--- src/rtl/uart_calc_ctrl.sv ---
// Byte-stream calculator controller: assembles A, B and opcode from UART bytes, drives an
// external ALU and returns the result LSB first. Define UART_CALC_HI_EN to also return alu_hi.
module uart_calc_ctrl #(
    parameter int WIDTH          = 32,
    parameter int OP_BITS        = 4,
    parameter int TIMEOUT_CYCLES = 20000
) (
    input  logic               clk,
    input  logic               rst_n,
    input  logic [7:0]         rx_byte,
    input  logic               rx_valid,
    output logic [7:0]         tx_byte,
    output logic               tx_send,
    input  logic               tx_done,
    output logic [WIDTH-1:0]   alu_a,
    output logic [WIDTH-1:0]   alu_b,
    output logic [OP_BITS-1:0] alu_op,
    input  logic [WIDTH-1:0]   alu_lo,
    input  logic [WIDTH-1:0]   alu_hi,
    output logic               busy,
    output logic [2:0]         state,
    output logic               err_timeout,
    output logic               rx_overrun
);

    typedef enum logic [2:0] {
        RX_A  = 3'd0,
        RX_B  = 3'd1,
        RX_OP = 3'd2,
        EXEC  = 3'd3,
        TX    = 3'd4
    } state_t;

`ifdef UART_CALC_HI_EN
    localparam int SH_W = 2 * WIDTH;
`else
    localparam int SH_W = WIDTH;
`endif
    localparam int BYTES    = WIDTH / 8;
    localparam int TX_BYTES = SH_W / 8;
    localparam int GAP_W    = $clog2(TIMEOUT_CYCLES);

    localparam logic [2:0]       LAST_BYTE = 3'(BYTES - 1);
    localparam logic [3:0]       LAST_TX   = 4'(TX_BYTES - 1);
    localparam logic [GAP_W-1:0] GAP_LAST  = GAP_W'(TIMEOUT_CYCLES - 1);

    state_t            state_q;
    logic [2:0]        byte_cnt;
    logic [3:0]        tx_cnt;
    logic [GAP_W-1:0]  gap_cnt;
    logic [SH_W-1:0]   tx_shift;
    logic [SH_W-1:0]   result_word;
    logic              partial;
    logic              expire;

`ifdef UART_CALC_HI_EN
    assign result_word = {alu_hi, alu_lo};
`else
    logic unused_hi;
    assign unused_hi   = ^alu_hi;
    assign result_word = alu_lo;
`endif

    // A frame is "partial" once its first byte has arrived and until the opcode byte lands.
    assign partial = ((state_q == RX_A) && (byte_cnt != 3'd0)) ||
                     (state_q == RX_B) || (state_q == RX_OP);
    assign expire  = partial && (gap_cnt == GAP_LAST);

    assign tx_byte = tx_shift[7:0];
    assign busy    = (state_q == EXEC) || (state_q == TX);
    assign state   = state_q;

    always_ff @(posedge clk or negedge rst_n) begin
        if (!rst_n) begin
            state_q     <= RX_A;
            byte_cnt    <= '0;
            tx_cnt      <= '0;
            gap_cnt     <= '0;
            tx_shift    <= '0;
            alu_a       <= '0;
            alu_b       <= '0;
            alu_op      <= '0;
            tx_send     <= 1'b0;
            err_timeout <= 1'b0;
            rx_overrun  <= 1'b0;
        end else begin
            // NOTE: non-blocking throughout; strobes default low here so every pulse lasts one cycle.
            tx_send     <= 1'b0;
            err_timeout <= 1'b0;
            rx_overrun  <= 1'b0;

            if (!partial || rx_valid) begin
                gap_cnt <= '0;
            end else begin
                gap_cnt <= gap_cnt + 1'b1;
            end

            if (expire) begin
                // Timeout beats a simultaneous rx_valid: the byte is dropped silently.
                err_timeout <= 1'b1;
                byte_cnt    <= '0;
                gap_cnt     <= '0;
                state_q     <= RX_A;
            end else begin
                case (state_q)
                    RX_A: begin
                        if (rx_valid) begin
                            alu_a[{byte_cnt, 3'b000} +: 8] <= rx_byte;
                            if (byte_cnt == LAST_BYTE) begin
                                byte_cnt <= '0;
                                state_q  <= RX_B;
                            end else begin
                                byte_cnt <= byte_cnt + 1'b1;
                            end
                        end
                    end
                    RX_B: begin
                        if (rx_valid) begin
                            alu_b[{byte_cnt, 3'b000} +: 8] <= rx_byte;
                            if (byte_cnt == LAST_BYTE) begin
                                byte_cnt <= '0;
                                state_q  <= RX_OP;
                            end else begin
                                byte_cnt <= byte_cnt + 1'b1;
                            end
                        end
                    end
                    RX_OP: begin
                        if (rx_valid) begin
                            alu_op  <= rx_byte[OP_BITS-1:0];
                            state_q <= EXEC;
                        end
                    end
                    EXEC: begin
                        tx_shift   <= result_word;
                        tx_cnt     <= '0;
                        tx_send    <= 1'b1;
                        rx_overrun <= rx_valid;
                        state_q    <= TX;
                    end
                    TX: begin
                        rx_overrun <= rx_valid;
                        // tx_done cannot legitimately coincide with our own send strobe.
                        if (tx_done && !tx_send) begin
                            tx_shift <= tx_shift >> 8;
                            if (tx_cnt == LAST_TX) begin
                                tx_cnt  <= '0;
                                state_q <= RX_A;
                            end else begin
                                tx_cnt  <= tx_cnt + 1'b1;
                                tx_send <= 1'b1;
                            end
                        end
                    end
                    default: begin
                        byte_cnt <= '0;
                        state_q  <= RX_A;
                    end
                endcase
            end
        end
    end

endmodule

--- config.mk ---
export PLATFORM = sky130hd
export DESIGN_NAME = uart_calc_ctrl
export DESIGN_NICKNAME = d
export VERILOG_FILES = /design/src/rtl/uart_calc_ctrl.sv
export SDC_FILE = /design/constraint.sdc
export NUM_CORES = 1
export LEC_CHECK = 0
export ABC_AREA = 0
export CAP_MARGIN = 20
export CELL_PAD_IN_SITES_DETAIL_PLACEMENT = 0
export CELL_PAD_IN_SITES_GLOBAL_PLACEMENT = 1
export CORE_MARGIN = 1
export CORE_UTILIZATION = 45
export CTS_BUF_LIST = sky130_fd_sc_hd__clkbuf_4 sky130_fd_sc_hd__clkbuf_8
export CTS_CLUSTER_SIZE = 40
export DETAILED_ROUTE_END_ITERATION = 10
export DONT_BUFFER_PORTS = 1
export PLACE_DENSITY_LB_ADDON = 0.12
export SETUP_SLACK_MARGIN = 0.15
export SLEW_MARGIN = 20
export SYNTH_ARGS = -nofsm -noshare
export SYNTH_HDL_FRONTEND = slang
export SYNTH_SLANG_ARGS = --single-unit
export TNS_END_PERCENT = 10
--- constraint.sdc ---
create_clock -name clk -period 2.6 [get_ports clk]
set_clock_uncertainty 0.1 [all_clocks]
set_input_delay 0.26 -clock clk [delete_from_list [all_inputs] [get_ports clk]]
set_output_delay 0.26 -clock clk [all_outputs]
set_load 0.01 [all_outputs]
# After elaboration in Yosys (flattened, before gate mapping)
# Cells that the tools add are included.
dict set report totals {
  register_bits 128
}
dict set report classes {
  n_addsub 4
  bitwise 1
  muxes 29
  n_reduce_logical 21
  n_eq_ne 17
  n_shift 2
}
# cell n
set op_table {}
lappend op_table {{32-bit bitwise mux} 2}
lappend op_table {{32-bit case mux with 2 select lines} 1}
lappend op_table {{3-bit 2-to-1 mux} 11}
lappend op_table {{32-bit 2-to-1 mux} 1}
lappend op_table {{8-bit by 8-bit variable shift with 32-bit output, first input constant} 1}
lappend op_table {{8-bit by 8-bit indexed part select with 32-bit output} 1}
lappend op_table {{15-bit 2-to-1 mux} 2}
lappend op_table {{15-bit by 1-bit adder with 15-bit output, second input constant} 1}
lappend op_table {{15-bit equality test, second input constant} 1}
lappend op_table {{3-bit case mux with 5 select lines} 1}
lappend op_table {{3-bit by 2-bit != test with 1-bit output, second input constant} 4}
lappend op_table {{3-bit AND reduction} 4}
lappend op_table {{3-bit by 2-bit equality test with 1-bit output, second input constant} 3}
lappend op_table {{3-bit != test, second input constant} 3}
lappend op_table {{4-bit 2-to-1 mux} 2}
lappend op_table {{6-bit negation with 8-bit output} 1}
lappend op_table {{4-bit case mux with 2 select lines} 1}
lappend op_table {{7-bit AND reduction} 1}
lappend op_table {{1-bit 2-to-1 mux} 6}
lappend op_table {{3-bit case mux with 2 select lines} 1}
lappend op_table {{4-bit by 1-bit adder with 4-bit output, second input constant} 1}
lappend op_table {{4-bit by 2-bit equality test with 1-bit output, second input constant} 1}
lappend op_table {{1-bit logical OR} 4}
lappend op_table {{2-bit by 1-bit != test with 1-bit output, second input constant} 2}
lappend op_table {{14 further kinds} 18}

# Longest topological paths before layout
dict set report depth {
  ltp_word 8
  mapped_depth 9
  ltp_nobuf 8
}

# Least setup slack after synthesis
# No wires, ideal clock.
dict set report synth_timing {
  kind {register to register}
  start {register byte_cnt[0]}
  end {register alu_b[1]}
  n_path_buf 1
  arrival_ns 2.228
  setup_ns 0.125
  path_stages_with_launch 9
  slack_ns 0.147
  t_required_ns 2.375
  path_cell_list {dfrtp_1 > inv_1 > ha_1 > ha_1 > nor2_1 > and4_1 > or4b_1 > buf_4 > mux2_4}
}
dict set report synth_between {
  elab_chain_cells 7
  elab_cells_between_ends 11
  classes_between {add/sub (1); shift (2); mux (1); bitwise (1); reduce/logical (6)}
}
# item line_no
set synth_lines {}
lappend synth_lines {{start, declared} 48} ;# logic [2:0] byte_cnt;
lappend synth_lines {{start signal, assigned} 113} ;# byte_cnt <= byte_cnt + 1'b1;
lappend synth_lines {{start signal, assigned} 124} ;# byte_cnt <= byte_cnt + 1'b1;
lappend synth_lines {{parallel branches: the longest is 7 deep, another holds 6-bit negation with 8-bit output} n/a}
lappend synth_lines {{end signal, assigned by index} 119} ;# alu_b[{byte_cnt, 3'b000} +: 8] <= rx_byte;
lappend synth_lines {{end, declared} 16} ;# output logic [WIDTH-1:0] alu_b,
# Several ways; the timed one is not identified.
# A chain may end at the register's enable or synchronous reset.

# Final worst setup path
dict set report layout_timing {
  start {register byte_cnt[1]}
  end {register alu_a[22]}
}
dict set report layout_between {
  elab_chain_cells 7
  elab_cells_between_ends 11
  classes_between {add/sub (1); shift (2); mux (1); bitwise (1); reduce/logical (6)}
}
# item line_no
set layout_lines {}
lappend layout_lines {{parallel branches: the longest is 7 deep, another holds 6-bit negation with 8-bit output} n/a}
lappend layout_lines {{end signal, assigned by index} 108} ;# alu_a[{byte_cnt, 3'b000} +: 8] <= rx_byte;
lappend layout_lines {{end, declared} 15} ;# output logic [WIDTH-1:0] alu_a,
# Several ways; the timed one is not identified.

==> metrics.md <==
| Metric | Value |
|---|---|
| Cts hold-fix bufs | 42 |
| Die Y | 115 um |
| Ys flop type | dfrtp_1 |
| Fin Setup TNS | 0 ns |
| Die Area | 0.0131 mm^2 |
| Final hold vios | 128 |
| Sequential area share after synthesis | 56.1% |
| Antenna Nets Post-Route | 0 |
| Largest net degree at the start of global routing | 129 |
| Final nets | 658 |
| Routed wire length | 12,700 um |
| Pwr per Cell Area | 1040 mW/mm^2 |
| CTS H-tree depth | 4 |
| Buffers on Ports | 0 |
| CTS tree | yes |
| Tmin final | 2.45 ns |
| First-pass GRT wire length | 20,500 um |
| Max Fclk | 409 MHz |
| HPWL after DPL | 8360 um |
| DR pass1 iterations | 4 |
| DRT iter0 DRCs | 241 |
| LEAKAGE | 3.16 nW |
| Reg clk slew, reported paths | 0.07 ns |
| Inst Count DP | 684 |
| Peak VDD IR | 0.000534 V |
| Mux share of post-synthesis cell area | 11.1% |
| Post-synthesis register bit count | 128 |
| Routed vias/inst | 5.20 |
| R2R cell count | 7 |
| Clock Latency Late Sink | 0.44 ns |
| HP Class | in -> async |
| Cells after Synth | 533 |
| WL met2 | 5950 um |
| Core ar. | 0.0122 mm^2 |
| Library cells used by synthesis | 48 |
| R2R Setup Slk | 0.15 ns |
| Syn avg cell area | 10.7 um^2 |
| Final global-route overflow total | 0 |
| Area delta synth->final | 16.9% |
| Critical R2R Launch | byte_cnt[1] |
| Final period util | 94.1% |
| Worst Tran Pin Value | 0.503 ns |
| Worst slew margin | 66.4% |
| # IOs | 159 |
| Post-synthesis simple-gate area fraction | 19.4% |
| Failing checks | hold timing |
| DR WL met3 | 934 um |
| Critical path endpoint category | register |
| WL per Instance | 16.8 um |
| Wl on met1 | 5620 um |
| Clock Power Share | 22.9% |
| Max_cap viols | 0 |
| CTS buffer count | 17 |
| Initial antenna violation count | 0 |
| Final setup vio count | 0 |
| R2R Path End | alu_a[22] |
| Status | complete, but fails checks |
| Final Slew Violations | 0 |
| Share of cells above drive strength 1 | 19.0% |
| Largest family of logic cells by synthesized area | simple AND/OR/NAND/NOR gates |
| Crit-path max FO | 8 |
| Fin Hold WS | -0.587 ns |
| Total number of yosys warnings | 0 |
| Gpl congestion | 0.813 |
| Gr usage total | 20.6% |
| Post-Synth Adder-Cell Area | 1.10% |
| Clock Path Buffers | 2 |
| Sequential share of power | 49.2% |
| Mapped cell area | 0.00571 mm^2 |
| Clock sinks | 128 |
| Initial Util | 46.9% |
| Cell Rows | 40 |
| Final Instance Count excl. Fillers | 758 |
| FILL cells | 1,093 |
| RSZ-0062 raised after global routing | true |
| Mapped Nets | 614 |
| Post-synth ARST share | 100% |
| CP arrival | 2.67 ns |
| Top routing layer in use | met4 |
| Vias in the first global route | 3,924 |
| Root Buffer | clkbuf_8 |
| N_diodes | 0 |
| Sw Share | 36.0% |
| Req. time, crit path | 2.82 ns |
| Internal power | 0.00443 W |
| DR vias | 3,943 |
| Crit path launch type | register |
| # DRC | 0 |
| Synth Area in XOR/XNOR | 2.00% |
| Post-synth EDFFs | 0 |
| Chip width | 115 um |
| Sw Pwr | 0.00249 W |
| Combinational Power Share | 27.9% |
| Synth Area in Compound Gates | 6.49% |
| Setup CP Type | reg -> reg |
[repair_timing]
item / CTS / global route
buffers inserted: 0 / 0
resized for setup: 1 / 3
endpoints found under the setup margin: 20 / 38
endpoints found under the hold margin: 227 / 128
[state kept, by name, indices dropped and copies added (netlist names)]
signal,flops
gap_cnt,15
state,3
alu_op,4
err_timeout,1
rx_overrun,1
byte_cnt,3
alu_b,32
tx_shift,32
tx_cnt,4
alu_a,32
tx_send,1
[layout by cell type (no fill, tap or decap), types with 2 or more instances in the layout]
cell and count:
mux2i_1 2, nand2_1 110, nor2_2 2, clkinvlp_4 2, and2b_2 2, xor2_1 8, mux2_4 23, a21oi_1 5
nand3_1 16, clkbuf_8 20, inv_1 4, and3_1 4, and4_1 2, nor3_1 6, o21ai_0 27, dlygate4sd3_1 42
nor3b_1 4, nor2_1 53, dfrtp_1 128, xnor2_1 5, clkinv_2 7, nor2b_1 3, buf_4 16, nand4_1 6
mux2_2 24, and2_1 10, a31oi_1 25, ha_1 5, nand2b_1 2, nand2_2 2
[metrics by stage]
| stage | util (%) | area, um^2 | power, W | hold slack (ns) | setup slack (ns) |
|---|---|---|---|---|---|
| floorplan | - | 5710 | 0.00483 | -0.136 | 0.189 |
| global placement | 48.2 | 5870 | 0.00521 | -0.133 | 0.119 |
| detailed placement | 48.2 | 5870 | 0.00530 | -0.133 | 0.0592 |
| CTS | 54.8 | 6660 | 0.00698 | -0.623 | 0.127 |
| global route | 54.8 | 6670 | 0.00742 | -0.628 | 0.0466 |
| finish | 54.8 | 6670 | 0.00692 | -0.587 | 0.153 |
[synth_stat cells (2+ instances only)]
| cell type | count | area (um^2) |
|---|---|---|
| xnor2_1 | 5 | 43.8 |
| a21oi_1 | 5 | 25.0 |
| nor2_1 | 54 | 203 |
| and3_1 | 4 | 25.0 |
| nor3b_1 | 4 | 30.0 |
| nand4_1 | 6 | 37.5 |
| inv_1 | 4 | 15.0 |
| and2b_2 | 2 | 17.5 |
| nand3_1 | 16 | 80.1 |
| and4_1 | 2 | 17.5 |
| buf_2 | 7 | 35.0 |
| nor2b_1 | 3 | 18.8 |
| nand2b_1 | 2 | 12.5 |
| nor3_1 | 6 | 30.0 |
| dfrtp_1 | 128 | 3200 |
| nand3_2 | 2 | 20.0 |
| mux2_4 | 23 | 345 |
| a31oi_1 | 25 | 156 |
| o21ai_0 | 27 | 135 |
| mux2_2 | 24 | 270 |
| buf_4 | 10 | 75.1 |
| ha_1 | 5 | 62.6 |
| buf_6 | 3 | 33.8 |
| clkbuf_1 | 14 | 52.6 |
| nand2_1 | 112 | 420 |
| and2_1 | 10 | 62.6 |
| mux2i_1 | 2 | 20.0 |
| xor2_1 | 8 | 70.1 |
[critical path, stage by stage, from the launching register on]
cell and delay (ns):
dfrtp_1 0.39, inv_1 0.06, ha_1 0.18, ha_1 0.33, nor3b_1 0.19, and3_1 0.25, or3b_4 0.50, mux2_4 0.33
[worst max path at each step]
stage	from	end	slack (ns)	cells past startpoint
after CTS	byte_cnt[1]	alu_b[22]	0.13	7
after detailed placement	byte_cnt[1]	alu_a[22]	0.06	7
after floorplan	byte_cnt[0]	alu_b[1]	0.19	8
final	byte_cnt[1]	alu_a[22]	0.15	7
after global placement	byte_cnt[1]	alu_a[21]	0.12	7
after global routing	byte_cnt[1]	alu_a[22]	0.05	7
[area by class of cell]
cell class,count,area (um^2),share of cell area [%]
Sequential cell,128,3200,48.0
Multi-Input combinational cell,367,2310,34.6
Timing Repair Buffer,59,561,8.40
Clock buffer,21,283,4.24
Tap cell,168,210,3.15
Clock inverter,11,88.8,1.33
Inverter,4,15.0,0.225
[kinds of logic after synthesis]
family                   Yosys count
AND/OR/NAND/NOR                  237
flip-flops                       128
AO/OA/AOI/OAI                     63
multiplexers                      49
buffers and inverters             38
XOR/XNOR                          13
adder cells (fa/ha/maj)            5
[power groups by stage]
stage / Combinational, W / Clock [W] / Sequential (W)
2_1_floorplan: 0.00160 / 0 / 0.00324
6_report: 0.00193 / 0.00159 / 0.00341
3_5_place_dp: 0.00185 / 0 / 0.00345
4_1_cts: 0.00193 / 0.00163 / 0.00341
5_1_grt: 0.00218 / 0.00173 / 0.00351
3_3_place_gp: 0.00179 / 0 / 0.00343
[routing by layer]
layer	GRT usage (%)	vias up
met3	7.15	19
met2	32.4	116
met4	8.66	0
li1	-	1889
met5	0	-
met1	25.9	1919
(Power assumes the default switching activity.)
